File: src/rtl/toggle_mem_pkg.sv
`default_nettype none
// ============================================================================
// Package  : toggle_mem_pkg
// Brief    : Shared types and constants for the toggle-handshake memory
//            responder: FSM state encoding, captured command record and the
//            read-latency bound.
// Revision : 1.0 - initial release
// ============================================================================
package toggle_mem_pkg;

    // Upper bound on the memory read latency the wait counter can track.
    localparam int unsigned c_RD_LAT_MAX = 4;
    // Counter wide enough to hold c_RD_LAT_MAX.
    localparam int unsigned c_LAT_W      = 3;
    // Widest word address the command record can carry.
    localparam int unsigned c_AW_MAX     = 32;

    // Explicit state encodings.
    localparam logic [1:0] c_ST_IDLE   = 2'd0;
    localparam logic [1:0] c_ST_ACCESS = 2'd1;
    localparam logic [1:0] c_ST_WAIT   = 2'd2;

    typedef enum logic [1:0] {
        IDLE   = c_ST_IDLE,
        ACCESS = c_ST_ACCESS,
        WAIT   = c_ST_WAIT
    } state_t;

    // Command captured from the granted port when leaving IDLE.
    typedef struct packed {
        logic [c_AW_MAX-1:0] a;
        logic                we;
        logic [1:0]          ds;
        logic [15:0]         d;
        logic                grant;
    } cmd_t;

endpackage
`default_nettype wire

File: src/rtl/toggle_port_ctx.sv
`default_nettype none
// ============================================================================
// Module   : toggle_port_ctx
// Brief    : Per-port context of the toggle-handshake responder. Holds the
//            ack toggle flop and the read-data register, and reports whether
//            the requester has an outstanding request (req != ack).
// Ports    : clk, rst (async, active high)
//            i_req       requester toggle
//            i_complete  toggle ack this cycle
//            i_load_q    capture i_mem_q into the read-data register
//            i_mem_q     memory read data
//            o_ack       completion toggle
//            o_q         last read data of this port
//            o_pend      request outstanding
// Revision : 1.0 - initial release
// ============================================================================
module toggle_port_ctx (
    input  logic        clk,
    input  logic        rst,
    input  logic        i_req,
    input  logic        i_complete,
    input  logic        i_load_q,
    input  logic [15:0] i_mem_q,
    output logic        o_ack,
    output logic [15:0] o_q,
    output logic        o_pend
);

    logic        r_ack;
    logic [15:0] r_q;

    always_ff @(posedge clk or posedge rst) begin
        if (rst) begin
            r_ack <= 1'b0;
            r_q   <= 16'h0000;
        end else begin
            if (i_complete) begin
                r_ack <= ~r_ack;
            end
            if (i_load_q) begin
                r_q <= i_mem_q;
            end
        end
    end

    assign o_ack  = r_ack;
    assign o_q    = r_q;
    // Uses the already-updated ack, so a request can be taken the cycle
    // right after the previous one completes.
    assign o_pend = i_req ^ r_ack;

endmodule
`default_nettype wire

File: src/rtl/toggle_mem_responder.sv
`default_nettype none
// ============================================================================
// Module   : toggle_mem_responder
// Brief    : Two-port toggle-handshake memory responder. Arbitrates round-
//            robin between the ports and drives a synchronous 16-bit RAM
//            with fixed read latency RD_LAT (1..4).
// Ports    : clk_sys, reset (async, active high)
//            pN_req/pN_ack  toggle handshake of port N
//            pN_a/we/ds/d   command of port N, held stable while pending
//            pN_q           read data of port N
//            mem_cs/we/a/be/d, mem_q  synchronous RAM interface
//            busy           high whenever the FSM is not idle
// Revision : 1.0 - initial release
// ============================================================================
module toggle_mem_responder #(
    parameter int unsigned AW     = 14,
    parameter int unsigned RD_LAT = 1
) (
    input  logic          clk_sys,
    input  logic          reset,
    input  logic          p0_req,
    output logic          p0_ack,
    input  logic [AW-1:0] p0_a,
    input  logic          p0_we,
    input  logic [1:0]    p0_ds,
    input  logic [15:0]   p0_d,
    output logic [15:0]   p0_q,
    input  logic          p1_req,
    output logic          p1_ack,
    input  logic [AW-1:0] p1_a,
    input  logic          p1_we,
    input  logic [1:0]    p1_ds,
    input  logic [15:0]   p1_d,
    output logic [15:0]   p1_q,
    output logic          mem_cs,
    output logic          mem_we,
    output logic [AW-1:0] mem_a,
    output logic [1:0]    mem_be,
    output logic [15:0]   mem_d,
    input  logic [15:0]   mem_q,
    output logic          busy
);

    import toggle_mem_pkg::*;

    // Out-of-range latencies are clamped into the range the counter handles.
    localparam int unsigned c_LAT = (RD_LAT < 1) ? 1 :
                                    ((RD_LAT > c_RD_LAT_MAX) ? c_RD_LAT_MAX : RD_LAT);
    localparam logic [c_LAT_W-1:0] c_LAT_LOAD = c_LAT_W'(c_LAT);

    state_t               r_state;
    state_t               w_state_next;
    cmd_t                 r_cmd;
    cmd_t                 w_cmd;
    logic                 r_last_grant;
    logic [c_LAT_W-1:0]   r_lat_cnt;
    logic                 r_mem_cs;
    logic                 r_mem_we;
    logic [1:0]           r_mem_be;
    logic                 r_busy;

    logic [1:0]           w_req;
    logic [1:0]           w_ack;
    logic [1:0]           w_pend;
    logic [1:0]           w_complete;
    logic [1:0]           w_load_q;
    logic [15:0]          w_q [2];
    logic                 w_grant;
    logic                 w_take;
    logic                 w_done;
    logic                 w_done_rd;
    logic                 w_unused_cmd;

    assign w_req = {p1_req, p0_req};

    generate
        for (genvar gi = 0; gi < 2; gi++) begin : g_port
            toggle_port_ctx u_ctx (
                .clk        (clk_sys),
                .rst        (reset),
                .i_req      (w_req[gi]),
                .i_complete (w_complete[gi]),
                .i_load_q   (w_load_q[gi]),
                .i_mem_q    (mem_q),
                .o_ack      (w_ack[gi]),
                .o_q        (w_q[gi]),
                .o_pend     (w_pend[gi])
            );
        end
    endgenerate

    // Round-robin: a tie goes to the port that was not served last.
    assign w_grant = (w_pend[0] & w_pend[1]) ? ~r_last_grant : w_pend[1];

    always_comb begin
        w_cmd = '0;
        if (w_grant) begin
            w_cmd.a[AW-1:0] = p1_a;
            w_cmd.we        = p1_we;
            w_cmd.ds        = p1_ds;
            w_cmd.d         = p1_d;
        end else begin
            w_cmd.a[AW-1:0] = p0_a;
            w_cmd.we        = p0_we;
            w_cmd.ds        = p0_ds;
            w_cmd.d         = p0_d;
        end
        w_cmd.grant = w_grant;
    end

    always_comb begin
        w_state_next = r_state;
        w_take       = 1'b0;
        w_done       = 1'b0;
        w_done_rd    = 1'b0;
        case (r_state)
            IDLE: begin
                if (|w_pend) begin
                    w_take       = 1'b1;
                    w_state_next = ACCESS;
                end
            end
            ACCESS: begin
                if (r_cmd.we) begin
                    w_done       = 1'b1;
                    w_state_next = IDLE;
                end else begin
                    w_state_next = WAIT;
                end
            end
            WAIT: begin
                if (r_lat_cnt == c_LAT_W'(1)) begin
                    w_done       = 1'b1;
                    w_done_rd    = 1'b1;
                    w_state_next = IDLE;
                end
            end
            default: w_state_next = IDLE;
        endcase
    end

    // Completion strobes steered to the port that owns the command.
    assign w_complete = w_done    ? (r_cmd.grant ? 2'b10 : 2'b01) : 2'b00;
    assign w_load_q   = w_done_rd ? (r_cmd.grant ? 2'b10 : 2'b01) : 2'b00;

    always_ff @(posedge clk_sys or posedge reset) begin
        if (reset) begin
            r_state <= IDLE;
        end else begin
            r_state <= w_state_next;
        end
    end

    always_ff @(posedge clk_sys or posedge reset) begin
        if (reset) begin
            r_cmd        <= '0;
            r_last_grant <= 1'b1;
            r_lat_cnt    <= '0;
            r_mem_cs     <= 1'b0;
            r_mem_we     <= 1'b0;
            r_mem_be     <= 2'b00;
            r_busy       <= 1'b0;
        end else begin
            // Strobes are set on the way into ACCESS so they are high for
            // exactly the ACCESS cycle and come straight from flops.
            r_busy   <= (w_state_next != IDLE);
            r_mem_cs <= w_take;
            r_mem_we <= w_take & w_cmd.we;
            r_mem_be <= (w_take & w_cmd.we) ? w_cmd.ds : 2'b00;
            if (w_take) begin
                r_cmd        <= w_cmd;
                r_last_grant <= w_grant;
            end
            if (r_state == ACCESS) begin
                r_lat_cnt <= c_LAT_LOAD;
            end else if (r_state == WAIT) begin
                r_lat_cnt <= r_lat_cnt - c_LAT_W'(1);
            end
        end
    end

    assign mem_cs = r_mem_cs;
    assign mem_we = r_mem_we;
    assign mem_be = r_mem_be;
    assign mem_a  = r_cmd.a[AW-1:0];
    assign mem_d  = r_cmd.d;
    assign busy   = r_busy;

    assign p0_ack = w_ack[0];
    assign p1_ack = w_ack[1];
    assign p0_q   = w_q[0];
    assign p1_q   = w_q[1];

    // Byte selects are consumed from w_cmd; the stored copy and the upper
    // address bits of the record are intentionally left unread.
    assign w_unused_cmd = ^{r_cmd.ds, r_cmd.a};

endmodule
`default_nettype wire

File: config.mk
export PLATFORM = sky130hd
export DESIGN_NAME = toggle_mem_responder
export DESIGN_NICKNAME = d
export VERILOG_FILES = /design/src/rtl/toggle_mem_pkg.sv /design/src/rtl/toggle_port_ctx.sv /design/src/rtl/toggle_mem_responder.sv
export SDC_FILE = /design/constraint.sdc
export NUM_CORES = 1
export LEC_CHECK = 0
export ABC_AREA = 1
export CAP_MARGIN = 40
export CELL_PAD_IN_SITES_DETAIL_PLACEMENT = 1
export CELL_PAD_IN_SITES_GLOBAL_PLACEMENT = 2
export CORE_MARGIN = 2
export CORE_UTILIZATION = 27
export DETAILED_ROUTE_END_ITERATION = 10
export HOLD_SLACK_MARGIN = 0.12
export MAX_ROUTING_LAYER = met4
export PLACE_DENSITY = 0.84
export SLEW_MARGIN = 20
export SYNTH_ARGS = -nofsm -noshare
export SYNTH_HDL_FRONTEND = slang
export SYNTH_SLANG_ARGS = --single-unit
File: constraint.sdc
create_clock -name clk_sys -period 8 [get_ports clk_sys]
set_clock_uncertainty 0.1 [all_clocks]
set_input_delay 1.6 -clock clk_sys [delete_from_list [all_inputs] [get_ports clk_sys]]
set_output_delay 1.6 -clock clk_sys [all_outputs]
set_load 0.02 [all_outputs]
== Word-level counts from Yosys, hierarchy flattened ==
Cells that the tools add are included.
Cells by class
  bitwise gates (word level): 7
  add/sub/neg operators: 1
  mux-type cells: 18
  equality and inequality tests: 3
  reduce and logical (&&, ||, !) cells: 4
Operator list (number)
  $mux 33: 1
  $mux 2: 7
  $mux 1: 6
  $mux 3: 2
  $pmux 2 s3: 1
  $reduce_bool 2->1: 2
  $eq 3x1->1 const B: 1
  $not 1->1: 3
  $sub 3x1->3 const B: 1
  $and 1x1->1: 2
  $eq 2x1->1 const B: 1
  $eq 2x2->1 const B: 1
  $logic_not 2->1: 1
  $pmux 1 s2: 1
  $reduce_or 2->1: 1
  $xor 1x1->1: 2
Storage, ports and cells
  output and inout port bits: 69
  bits of input ports: 86
  flip-flop bits (word level): 77

== Logic depth before layout (Yosys ltp) ==
  depth in word-level cells: 6
  mapped depth: 9
  depth with buffers taken out: 9

== Modules after synthesis ==
From an unflattened synthesis, not the netlist that was laid out.
Unflattened totals
  cell total of the unflattened synthesis: 461
  area total of the unflattened synthesis: 3808.7 um2
Modules (own cells, without submodules)
  toggle_mem_responder: cells an instance 303, instances 1, area an instance 2394.8 um2
  toggle_port_ctx: cells an instance 79, instances 2, area an instance 706.9 um2

== Worst setup path after synthesis ==
No wires, ideal clock.
  path kind: in2reg
  start: input p0_req
  end: register r_cmd (netlist bit mem_d[15])
  stages on the path: 9
  setup slack: 5.525 ns
  buffers on the path: 1
  setup time: 0.116 ns
  data arrival time: 2.259 ns
  data required time: 7.784 ns
  path through: inv_1 nand2_4 nand2_2 nand2_4 nand2_8 clkinv_8 buf_6 nand2_1 nand2_1
On the way
  cells in the longest elaborated chain, start to end: 4
RTL lines
  from (decl): line toggle_mem_responder.sv:21  | input logic p0_req,
  $xor 1x1->1: line toggle_port_ctx.sv:50  | assign o_pend = i_req ^ r_ack;
  $reduce_or 2->1: line toggle_mem_responder.sv:118  | if (|w_pend) begin
  $mux 1: line toggle_mem_responder.sv:118
  $mux 1: line toggle_mem_responder.sv:116  | case (r_state)
  via w_take: line toggle_mem_responder.sv:69  | logic w_take;
  to (signal assigned): line toggle_mem_responder.sv:171  | r_cmd <= w_cmd;
  to (decl): line toggle_mem_responder.sv:53  | cmd_t r_cmd;
The timed path passes the listed nets, and every way through them passes these cells.
A chain may end at the register's enable or synchronous reset.

== Worst setup path in the final report ==
  start: input p1_req
  end: register r_cmd[19] (netlist bit)
On the way
  cells in the longest elaborated chain, start to end: 4
RTL lines
  from (decl): line toggle_mem_responder.sv:28  | input logic p1_req,
  $xor 1x1->1 *: line toggle_port_ctx.sv:50
  $and 1x1->1 / $reduce_or 2->1 (equally long branches): line toggle_mem_responder.sv:93, toggle_mem_responder.sv:118
  $mux 1, on equally long branches: line toggle_mem_responder.sv:93, toggle_mem_responder.sv:118
  $mux 33 / $mux 1 (equally long branches): line toggle_mem_responder.sv:97, toggle_mem_responder.sv:116
Mark *: on every way between the ends. The rest lies on a longest branch, timed or not.

==> run summary <==
* **result of the run** completed
* **leakage component of the power** 0.00287 uW
* **via count of the first global-routing pass** 3842
* **count of warnings emitted by yosys** 0
* **layout net count** 691
* **maximum operating frequency** 0.296 GHz
* **DP Wirelength** 8540 um
* **class of the worst hold path** reg -> reg
* **number of synthesized register bits** 77
* **cell at the root of the clock tree** clkbuf_16
* **# port buffers** 154
* **cell count after synthesis** 482
* **maximum number of pins on one net before global-route repair** 47
* **H-tree depth** 3
* **number of buffers created by CTS** 9
* **synthesized-area fraction occupied by and/or/nand/nor cells** 30.4%
* **start-to-end type of the worst setup path** in -> reg
* **starting density of the core** 27.2%
* **count of flip-flops with a built-in enable after synthesis** 0
* **sequential-to-total area share from yosys stat** 47.1%
* **max capacitance violation total** 0
* **Diodes inserted** 0
* **Top-Level Pins** 155
* **Worst Path Required** 8.12 ns
* **Floorplan Core Area** 15000 um2
* **worst slack on hold paths** 0.379 ns
* **worst IR drop on VDD** 0.221 mV
* **mapped cell area** 4100 um2
* **antenna violations before repair** 0
* **fraction of final layout cells with drive strength greater than 1** 9.77%
* **Final ANT Viol Nets** 0
* **vias per cell** 4.41
* **relative slew slack** 49.6%
* **fill cell count** 1726
* **wire length per cell** 15.0 um
* **Synth top area share** 46.4%
* **drt total wl** 11800 um
* **most repeated cell in the gate-level netlist after synthesis** nand2_1
* **hold violation total from the final report** 0
* **clock share of power** 19.1%
* **minimum clock period after layout** 3.38 ns
* **total via count after detailed routing** 3489
* **number of gates resized after cts** 0
* **Die X-Extent** 127 um
* **wire length of the first global-routing pass** 19500 um
* **proportion of synthesized flip-flops having asynchronous set or reset** 100%
* **power per standard cell area** 406 nW/um2
* **worst slew pin tran** 0.753 ns
* **Synth Flop Type** dfrtp_1
* **Critical Path Sink Type** register
* **parity-gate share of the synthesized area counting xor and xnor cells** 0.214%
* **TritonCTS clock tree** built
* **setup TNS** 0 ns
* **number of library cell types mapped by synthesis** 27
* **main combinational cell family by area after synthesis** simple AND/OR/NAND/NOR gates
* **Gate power share** 51.5%
* **final worst-path cycle share** 42.2%
* **complex-gate fraction of the synthesized area** 4.80%
* **clk buf depth** 2
* **Syn Nets** 574
* **setup repair after global routing missed its margin** no
* **TritonRoute pass-1 iters** 4
* **clock network latency to the later pin of the worst-skew pair** 0.33 ns
* **multiplexer fraction of the synthesized cell area** 0%
* **overflow left after global routing** 0
* **Clk pin slew, worst setup/hold paths** 0.06 ns
* **switching share of power** 42.1%
* **cell internal pwr** 1380 uW
* **Mapped Avg Cell Area** 8.50 um2
* **count of clock tree sinks** 77
* **final setup vio count** 0
* **largest area contributor in the netlist** dfrtp_1
* **initial drt markers** 164
* **net switching power** 1010 uW
* **cells traversed along the worst timing path** clkdlybuf4s50_1 > inv_1 > nand2_1 > nand2_2 > nand2_4 > nand2_1 > nand3_2 > nand2_1
* **height of the die** 127 um
* **Max stage delay on crit path** 0.52 ns
* **signal arrival time at the worst endpoint** 3.50 ns
* **cell occurring most often along the worst timing path** nand2_1
* **critical path peak fanout** 35
* **global-route total usage across every layer** 15.9%
* **Die Outline Area** 16200 um2
* **area grow syn2layout** 43.7%
* **global placement routability congestion** 0.715
* **Critical Path Source Type** input pin
* **sequential power share** 29.4%
* **number of placement rows** 45
* **cell types occupying the most area after synthesis** dfrtp_1 46%, nand2_1 15%, buf_4 6.2%, nand3_2 6.1%, inv_1 5.6%
* **master of the slowest instance on the critical path** nand2_4
* **number of buffers added for setup after CTS** 0
* **commonest cells in the netlist** 165 x nand2_1, 76 x dfrtp_1, 61 x inv_1
* **post-synthesis adder-cell area fraction** 1.83%
* **CTS Hold Bufs** 0
* **number of pins with negative max-slew slack in the final report** 0
* **DRC errors left** 0
==> critical path, delay by kind of cell <==
| family | cells | cell delay [ns] |
|---|---|---|
| buffers and inverters | 2 | 0.55 |
| AND/OR/NAND/NOR | 6 | 1.31 |
==> flip-flops by register name, indices dropped and copies added (netlist names) <==
register and cells:
busy 1, g_port.u_ctx.o_ack 2, g_port.u_ctx.o_q 32, mem_a 14, mem_be 2, mem_cs 1
mem_d 16, mem_we 1, r_cmd 2, r_last_grant 1, r_lat_cnt 3, r_state 2
==> metal layers <==
layer	vias to the layer above	track usage, %	routed length [um]
li1	1689	-	-
met1	1676	17.8	4960
met2	113	26.1	5700
met3	11	6.57	1040
met4	0	4.52	145
met5	-	-	0
==> cell usage in the layout, fill, tap and decap left out <==
| master | instances |
|---|---|
| nand3_4 | 1 |
| buf_8 | 2 |
| nand2_4 | 3 |
| xor2_1 | 1 |
| buf_4 | 1 |
| o21ai_0 | 11 |
| clkinv_2 | 1 |
| dfrtp_1 | 76 |
| clkbuf_16 | 9 |
| clkbuf_8 | 1 |
| nand3b_1 | 26 |
| o21ai_1 | 26 |
| nand3_2 | 25 |
| ha_1 | 6 |
| nand3_1 | 13 |
| inv_1 | 60 |
| nand2_1 | 165 |
| nor2_1 | 3 |
| clkinvlp_4 | 1 |
| bufinv_16 | 2 |
| o22ai_1 | 1 |
| nand4_1 | 2 |
| clkinv_4 | 1 |
| clkinv_8 | 1 |
| buf_16 | 1 |
| a21oi_1 | 1 |
| dfstp_2 | 1 |
| inv_2 | 3 |
| nand2_2 | 3 |
| nand2_8 | 1 |
| inv_6 | 2 |
| clkdlybuf4s50_1 | 154 |
==> final cells by class <==
class / count / area (um2) / area share, %
Clock buffer: 10 / 239 / 4.06
Clock inverter: 6 / 93.8 / 1.59
Inverter: 65 / 258 / 4.38
Multi-Input combinational cell: 288 / 1520 / 25.9
Sequential cell: 77 / 1930 / 32.8
Tap cell: 188 / 235 / 4.00
Timing Repair Buffer: 158 / 1610 / 27.3
==> worst paths after layout <==
path                                              startpoint                        to  slack [ns]  cells past startpoint
hold reg to reg                         mem_a[0]$_DFFE_PP0P_      mem_a[0]$_DFFE_PP0P_        0.38                      2
setup / recovery                                      p1_req     r_cmd[19]$_DFFE_PP0P_        4.62                      8
max in group asynchronous                              reset  r_last_grant$_DFFE_PP1P_        5.56                      4
min in group asynchronous                              reset      mem_d[0]$_DFFE_PP0P_        1.58                      3
setup reg to reg           g_port[1].u_ctx.o_ack$_DFFE_PP0P_       mem_be[0]$_DFF_PP0_        5.90                      7
hold / removal                          mem_a[0]$_DFFE_PP0P_      mem_a[0]$_DFFE_PP0P_        0.38                      2
==> power groups by stage <==
stage               registers (uW)  clock network (uW)  logic, uW
CTS                            709                 472       1260
global placement               704                   0       1210
finish                         704                 456       1230
global route                   731                 487       1360
detailed placement             711                   0       1250
floorplan                      802                   0        755
==> kinds of logic (layout without fill, tap and decap cells) <==
family,after synthesis,after routing
and+or+nand+nor,242,242
buffers and inverters,117,239
DFF,77,77
AOI/OAI and AO/OA,39,39
adders and majority gates,6,6
xor gates and xnor gates,1,1
==> stage by stage <==
step,instances,util [%],worst slack [ns],total power (uW),instance area (um2)
after floorplan,482,-,4.33,1560,4100
final,792,39.1,4.62,2390,5880
after global routing,792,39.1,4.44,2580,5880
after global placement,773,36.5,4.28,1920,5490
after CTS,792,39.1,4.59,2440,5880
after detailed placement,776,36.9,4.21,1960,5550
Note: power is estimated with default switching activity, not from simulation.
